[config.mk]
export PLATFORM = sky130hd
export DESIGN_NAME = demux_1to2
export DESIGN_NICKNAME = d
export VERILOG_FILES = /design/src/rtl/demux_1to2.sv
export SDC_FILE = /design/constraint.sdc
export NUM_CORES = 1
export LEC_CHECK = 0
export CAP_MARGIN = 5
export CORE_ASPECT_RATIO = 1.1
export CORE_MARGIN = 2
export CORE_UTILIZATION = 35
export DETAILED_ROUTE_END_ITERATION = 10
export GPL_ROUTABILITY_DRIVEN = 0
export PLACE_DENSITY = 0.66
export SLEW_MARGIN = 20
export SYNTH_ARGS = -nofsm -noshare
export SYNTH_HDL_FRONTEND = slang
export SYNTH_HIERARCHICAL = 1
export SYNTH_SLANG_ARGS = --single-unit
export TNS_END_PERCENT = 30
[constraint.sdc]
create_clock -name clk -period 3.35 [get_ports clk]
set_clock_uncertainty 0.2 [all_clocks]
set_input_delay 0.67 -clock clk [delete_from_list [all_inputs] [get_ports clk]]
set_output_delay 0.67 -clock clk [all_outputs]
set_load 0.01 [all_outputs]
[src/rtl/demux_1to2.sv]
// Buffered 1:2 stream demultiplexer: one valid/ready input steered by sel into
// two independent 2-entry FIFOs, so a stalled consumer never blocks the other channel.

// Per-channel 2-entry FIFO; the occupancy count is the FSM state.
//   state | meaning
//   EMPTY | no words stored, q_valid=0, head forced to 0
//   ONE   | one word stored at rd_ptr
//   TWO   | both entries used, push refused upstream
module demux_1to2_fifo #(
    parameter int n = 8
) (
    input  logic         clk,
    input  logic         rst_n,
    input  logic         push,
    input  logic [n-1:0] wdata,
    input  logic         pop,
    output logic [n-1:0] rdata,
    output logic         valid,
    output logic         full
);

    typedef enum logic [1:0] {
        EMPTY = 2'd0,
        ONE   = 2'd1,
        TWO   = 2'd2
    } occ_e;

    occ_e               state_q, state_d;
    logic [1:0][n-1:0]  mem_q, mem_d;
    logic               wr_ptr_q, wr_ptr_d;
    logic               rd_ptr_q, rd_ptr_d;
    logic [n-1:0]       rdata_q, rdata_d;
    logic               valid_q, valid_d;
    logic               full_q, full_d;
    logic               do_push;
    logic               do_pop;

    always_comb begin
        state_d  = state_q;
        mem_d    = mem_q;
        wr_ptr_d = wr_ptr_q;
        rd_ptr_d = rd_ptr_q;
        do_push  = push && (state_q != TWO);
        do_pop   = pop && (state_q != EMPTY);

        if (do_push) begin
            mem_d[wr_ptr_q] = wdata;
            wr_ptr_d        = ~wr_ptr_q;
        end
        if (do_pop) begin
            rd_ptr_d = ~rd_ptr_q;
        end

        case (state_q)
            EMPTY: if (do_push) state_d = ONE;
            ONE: begin
                if (do_push && !do_pop)      state_d = TWO;
                else if (do_pop && !do_push) state_d = EMPTY;
            end
            TWO:     if (do_pop) state_d = ONE;
            default: state_d = EMPTY;
        endcase

        // Outputs are registered from next-state so the head is visible right after the push edge.
        valid_d = (state_d != EMPTY);
        full_d  = (state_d == TWO);
        rdata_d = valid_d ? mem_d[rd_ptr_d] : '0;
    end

    always_ff @(posedge clk) begin
        if (!rst_n) begin
            state_q  <= EMPTY;
            mem_q    <= '0;
            wr_ptr_q <= 1'b0;
            rd_ptr_q <= 1'b0;
            rdata_q  <= '0;
            valid_q  <= 1'b0;
            full_q   <= 1'b0;
        end else begin
            state_q  <= state_d;
            mem_q    <= mem_d;
            wr_ptr_q <= wr_ptr_d;
            rd_ptr_q <= rd_ptr_d;
            rdata_q  <= rdata_d;
            valid_q  <= valid_d;
            full_q   <= full_d;
        end
    end

    assign rdata = rdata_q;
    assign valid = valid_q;
    assign full  = full_q;

endmodule

module demux_1to2 #(
    parameter int n = 8
) (
    input  logic         clk,
    input  logic         rst_n,
    input  logic         en,
    input  logic         sel,
    input  logic [n-1:0] d,
    input  logic         d_valid,
    output logic         d_ready,
    output logic [n-1:0] q0,
    output logic         q0_valid,
    input  logic         q0_ready,
    output logic [n-1:0] q1,
    output logic         q1_valid,
    input  logic         q1_ready
);

    logic full0;
    logic full1;
    logic dest_full;
    logic xfer;
    logic push0;
    logic push1;

    // Only the selected channel's registered fullness gates acceptance; no path from q*_ready.
    assign dest_full = sel ? full1 : full0;
    assign d_ready   = en && !dest_full;
    assign xfer      = d_valid && d_ready;
    assign push0     = xfer && !sel;
    assign push1     = xfer && sel;

    demux_1to2_fifo #(.n(n)) u_fifo0 (
        .clk   (clk),
        .rst_n (rst_n),
        .push  (push0),
        .wdata (d),
        .pop   (q0_ready),
        .rdata (q0),
        .valid (q0_valid),
        .full  (full0)
    );

    demux_1to2_fifo #(.n(n)) u_fifo1 (
        .clk   (clk),
        .rst_n (rst_n),
        .push  (push1),
        .wdata (d),
        .pop   (q1_ready),
        .rdata (q1),
        .valid (q1_valid),
        .full  (full1)
    );

endmodule

==> impl.org <==
** Setup path
- Arrival time of data at the critical path endpoint :: 2.01 ns
- The setup path with the least slack is of type in2out.
- STA classifies the critical path endpoint as an output port.
- STA puts the critical path data required time at 2.48 ns.
- Largest fanout on the critical path :: 3
- STA classifies the critical path startpoint as a primary input.

** Floorplan
- For this configuration, the core starts out at a cell density of 36.1%.
- Die width :: 85.3 um
- Number of top-level pins :: 34
- Die area :: 0.00797 sq mm
- Die Height :: 93.5 um
- The core region is 0.00705 sq mm.
- Number of core rows :: 32

** Clocking
- Clock root buffer :: sky130_fd_sc_hd__clkbuf_8
- Clock-pin slew on the worst setup and hold paths :: 0.06 ns
- Counting every sink on the clock net gives 60.
- CTS tree :: yes
- The clock tree synthesis step divided the H-tree into 3 levels.
- Total clock buffers created by CTS :: 9
- Counting along the longest clock path gives a buffer depth of 2.
- The clock reaches the later pin of the worst-skew pair after 0.32 ns.
- In this run, post-CTS repair resized a total of 0 instances.
- After clock tree synthesis, the setup repair step added 0 buffers.
- Hold-fix buffer count after cts :: 0

** Global routing
- Entering global routing, the biggest net connects 28 pins.
- The first global-routing pass estimated 8290 um of wire.
- Across every metal layer, demand over resource in global routing totals 13.3%.
- Remaining global-route overflow :: 0
- Vias in the first global route :: 1798
- The number of antenna violations at the first check in global routing is 0.

** Power and ir drop
- Power per standard cell area :: 454 mW/mm^2
- Peak VDD IR :: 0.280 mV
- In this run, the clock network consumes 37.6% of the power.
- Leak :: 1.13 nW
- The internal portion of the total power is 1.05 mW.
- Sequential share of power :: 53.2%
- Summed over all nets, the switching power comes to 0.329 mW.
- Of the total power, the share spent switching nets is 23.8%.
- Proportion of power drawn by combinational gates :: 9.2%

** Logic synthesis
- The share of the Yosys chip area taken by registers is 47.2%.
- Flops & latches, synth :: 60
- Synthesized area per cell :: 10.7 sq um
- Synthesized netlist cell count :: 237
- The number of different library cells used by synthesis comes to 35.
- The synthesized netlist occupies a cell area of 0.00255 sq mm.
- During synthesis, Yosys emitted a total of 6 warnings.
- Number of nets in the synthesized netlist :: 252

** Finish
- Number of standard cells in the layout, taps in and fillers out :: 362
- Layout cells sized above 1 :: 15.9%
- FF/Latch Area :: 0.00120 sq mm
- Area of all placed cells without fillers :: 0.00305 sq mm
- Counting the fill cells in the layout gives 701.
- Area growth, synth to finish :: 19.8%
- Most common cell after layout, fill and taps aside :: sky130_fd_sc_hd__dfxtp_1
- Most frequent cells in the layout :: 60 x sky130_fd_sc_hd__dfxtp_1, 33 x sky130_fd_sc_hd__clkdlybuf4s50_1, 18 x sky130_fd_sc_hd__mux2i_1, 17 x sky130_fd_sc_hd__nor2b_1, 17 x sky130_fd_sc_hd__a211oi_1
- Summing all multi-input logic gate instances after layout gives 0.00120 sq mm.
- After the last flow step, the layout net total stands at 288.
- Count of inserted antenna diode cells :: 0

** Routing
- Total wire length after detailed routing :: 5020 um
- Dividing the detail-routed wire length by the instance count gives 13.9 um.
- Detailed-route via count :: 1835
- Once detail routing completed, the nets flagged for antenna violations numbered 0.
- After detailed routing, the number of remaining DRC violations is 0.
- DRT iter0 DRCs :: 43
- The first TritonRoute pass finished after 4 iterations.
- Using the TritonRoute via totals, the vias-per-cell ratio works out to 5.07.

** Hold path
- Kind of path behind the tightest hold check :: reg2reg

** STA
- The number of failing hold endpoints at the final stage came to 0.
- At the pin with the least slew margin, the transition time is 0.533 ns.
- Setup TNS :: 0 ns
- Worst max-slew margin expressed relative to the limit :: 64.4%
- Setup violations remaining at the end of the flow were counted as 0.
- Final hold analysis gives a worst-case slack of 0.268 ns.
- The worst path uses 86.0% of the clock period.
- In the post-route analysis, the smallest setup slack over all paths is 0.470 ns.
- Highest attainable clock frequency :: 347 MHz
- Setup repair after global routing left no endpoint under its margin.
- The number of max-slew violations in the final report came to 0.
- Shortest clock period the worst path allows after layout :: 2.88 ns

** Placement
- Placed Cells :: 347
- Input/output buffers :: 33
- Timing analysis after detailed placement gives a worst setup slack of 0.467 ns.
- Placed wire-length estimate :: 3320 um
- Summing all placed instances gives a cell area of 0.00290 sq mm.

** Run status
- The run finished with clean final reports.

** Flow run
- Across the run, the number of max-cap violations was 0.
## state kept, by name, summed over array words and instances (netlist names)
signal	count
u_fifo1/state_q	2
u_fifo0/valid	1
u_fifo0/full	1
u_fifo1/full	1
u_fifo1/wr_ptr_q	1
u_fifo0/wr_ptr_q	1
u_fifo0/rdata	8
u_fifo1/rd_ptr_q	1
u_fifo1/rdata	8
u_fifo0/mem_q	16
u_fifo1/mem_q	16
u_fifo0/state_q	2
u_fifo0/rd_ptr_q	1
u_fifo1/valid	1
## synth_stat cells, drive strengths merged
| master | number | area share (%) |
|---|---|---|
| a211oi | 18 | 5.5 |
| a21oi | 1 | 0.20 |
| and3 | 22 | 6.0 |
| and2 | 7 | 1.7 |
| xnor2 | 3 | 2.5 |
| clkbuf | 4 | 0.59 |
| mux2 | 1 | 0.44 |
| nand2 | 7 | 1.0 |
| o21a | 16 | 4.7 |
| nand2b | 3 | 1.0 |
| a21boi | 16 | 5.6 |
| and2b | 3 | 0.98 |
| nand3b | 1 | 0.29 |
| nor3b | 1 | 0.29 |
| inv | 6 | 0.88 |
| buf | 9 | 4.2 |
| nor3 | 15 | 2.9 |
| mux2i | 18 | 7.1 |
| o22ai | 2 | 0.49 |
| o21ba | 1 | 0.39 |
| nor2b | 17 | 4.2 |
| o21ai | 6 | 1.8 |
| dfxtp | 60 | 47 |
## worst max-delay path: stages
cell	delay, ns
sky130_fd_sc_hd__clkdlybuf4s50_1	0.51
sky130_fd_sc_hd__mux2i_1	0.18
sky130_fd_sc_hd__and2_1	0.13
sky130_fd_sc_hd__clkdlybuf4s50_1	0.52
## path summary, 6_finish.rpt
kind                      startpoint                to  slack [ns]  cells past startpoint
setup / recovery                 sel           d_ready        0.47                      4
hold / removal      u_fifo0/wr_ptr_q  u_fifo0/wr_ptr_q        0.27                      2
setup reg to reg  u_fifo0/state_q[0]  u_fifo0/rdata[6]        1.27                      5
hold reg to reg     u_fifo0/wr_ptr_q  u_fifo0/wr_ptr_q        0.27                      2
## cell type report
type	count	area share (%)
sequential	60	39.4
multi-input combinational	158	39.4
timing repair buffer	38	12.1
clock buffer	12	4.43
tap	85	3.49
inverter	6	0.739
clock inverter	3	0.492
## power groups by stage
| stage | combinational, mW | clock, mW | sequential (mW) |
|---|---|---|---|
| detailed placement | 0.127 | 0 | 0.752 |
| global route | 0.139 | 0.563 | 0.737 |
| floorplan | 0.0808 | 0 | 0.753 |
| finish | 0.127 | 0.520 | 0.736 |
| global placement | 0.127 | 0 | 0.751 |
| CTS | 0.129 | 0.536 | 0.736 |
## metal layers
| layer | vias to the layer above | GRT usage, % | share of wire, % |
|---|---|---|---|
| met4 | 0 | 6.35 | 1.3 |
| met2 | 31 | 21.4 | 48 |
| li1 | 917 | - | - |
| met3 | 6 | 3.00 | 3.2 |
| met5 | - | 0 | 0 |
| met1 | 881 | 16.9 | 48 |
## cell families after synthesis
group | count (synthesis) | share of synthesized area, %
xor gates and xnor gates | 3 | 2.51
muxes | 19 | 7.52
DFF | 60 | 47.2
and+or+nand+nor | 76 | 18.5
buffers and inverters | 19 | 5.65
AOI/OAI and AO/OA | 60 | 18.7
## per-stage QoR
| step | total power, mW | util, % |
|---|---|---|
| floorplan | 0.833 | - |
| global placement | 0.878 | 41.1 |
| detailed placement | 0.879 | 41.1 |
| CTS | 1.40 | 43.3 |
| global route | 1.44 | 43.3 |
| finish | 1.38 | 43.3 |
Note: power is estimated with default switching activity, not from simulation.
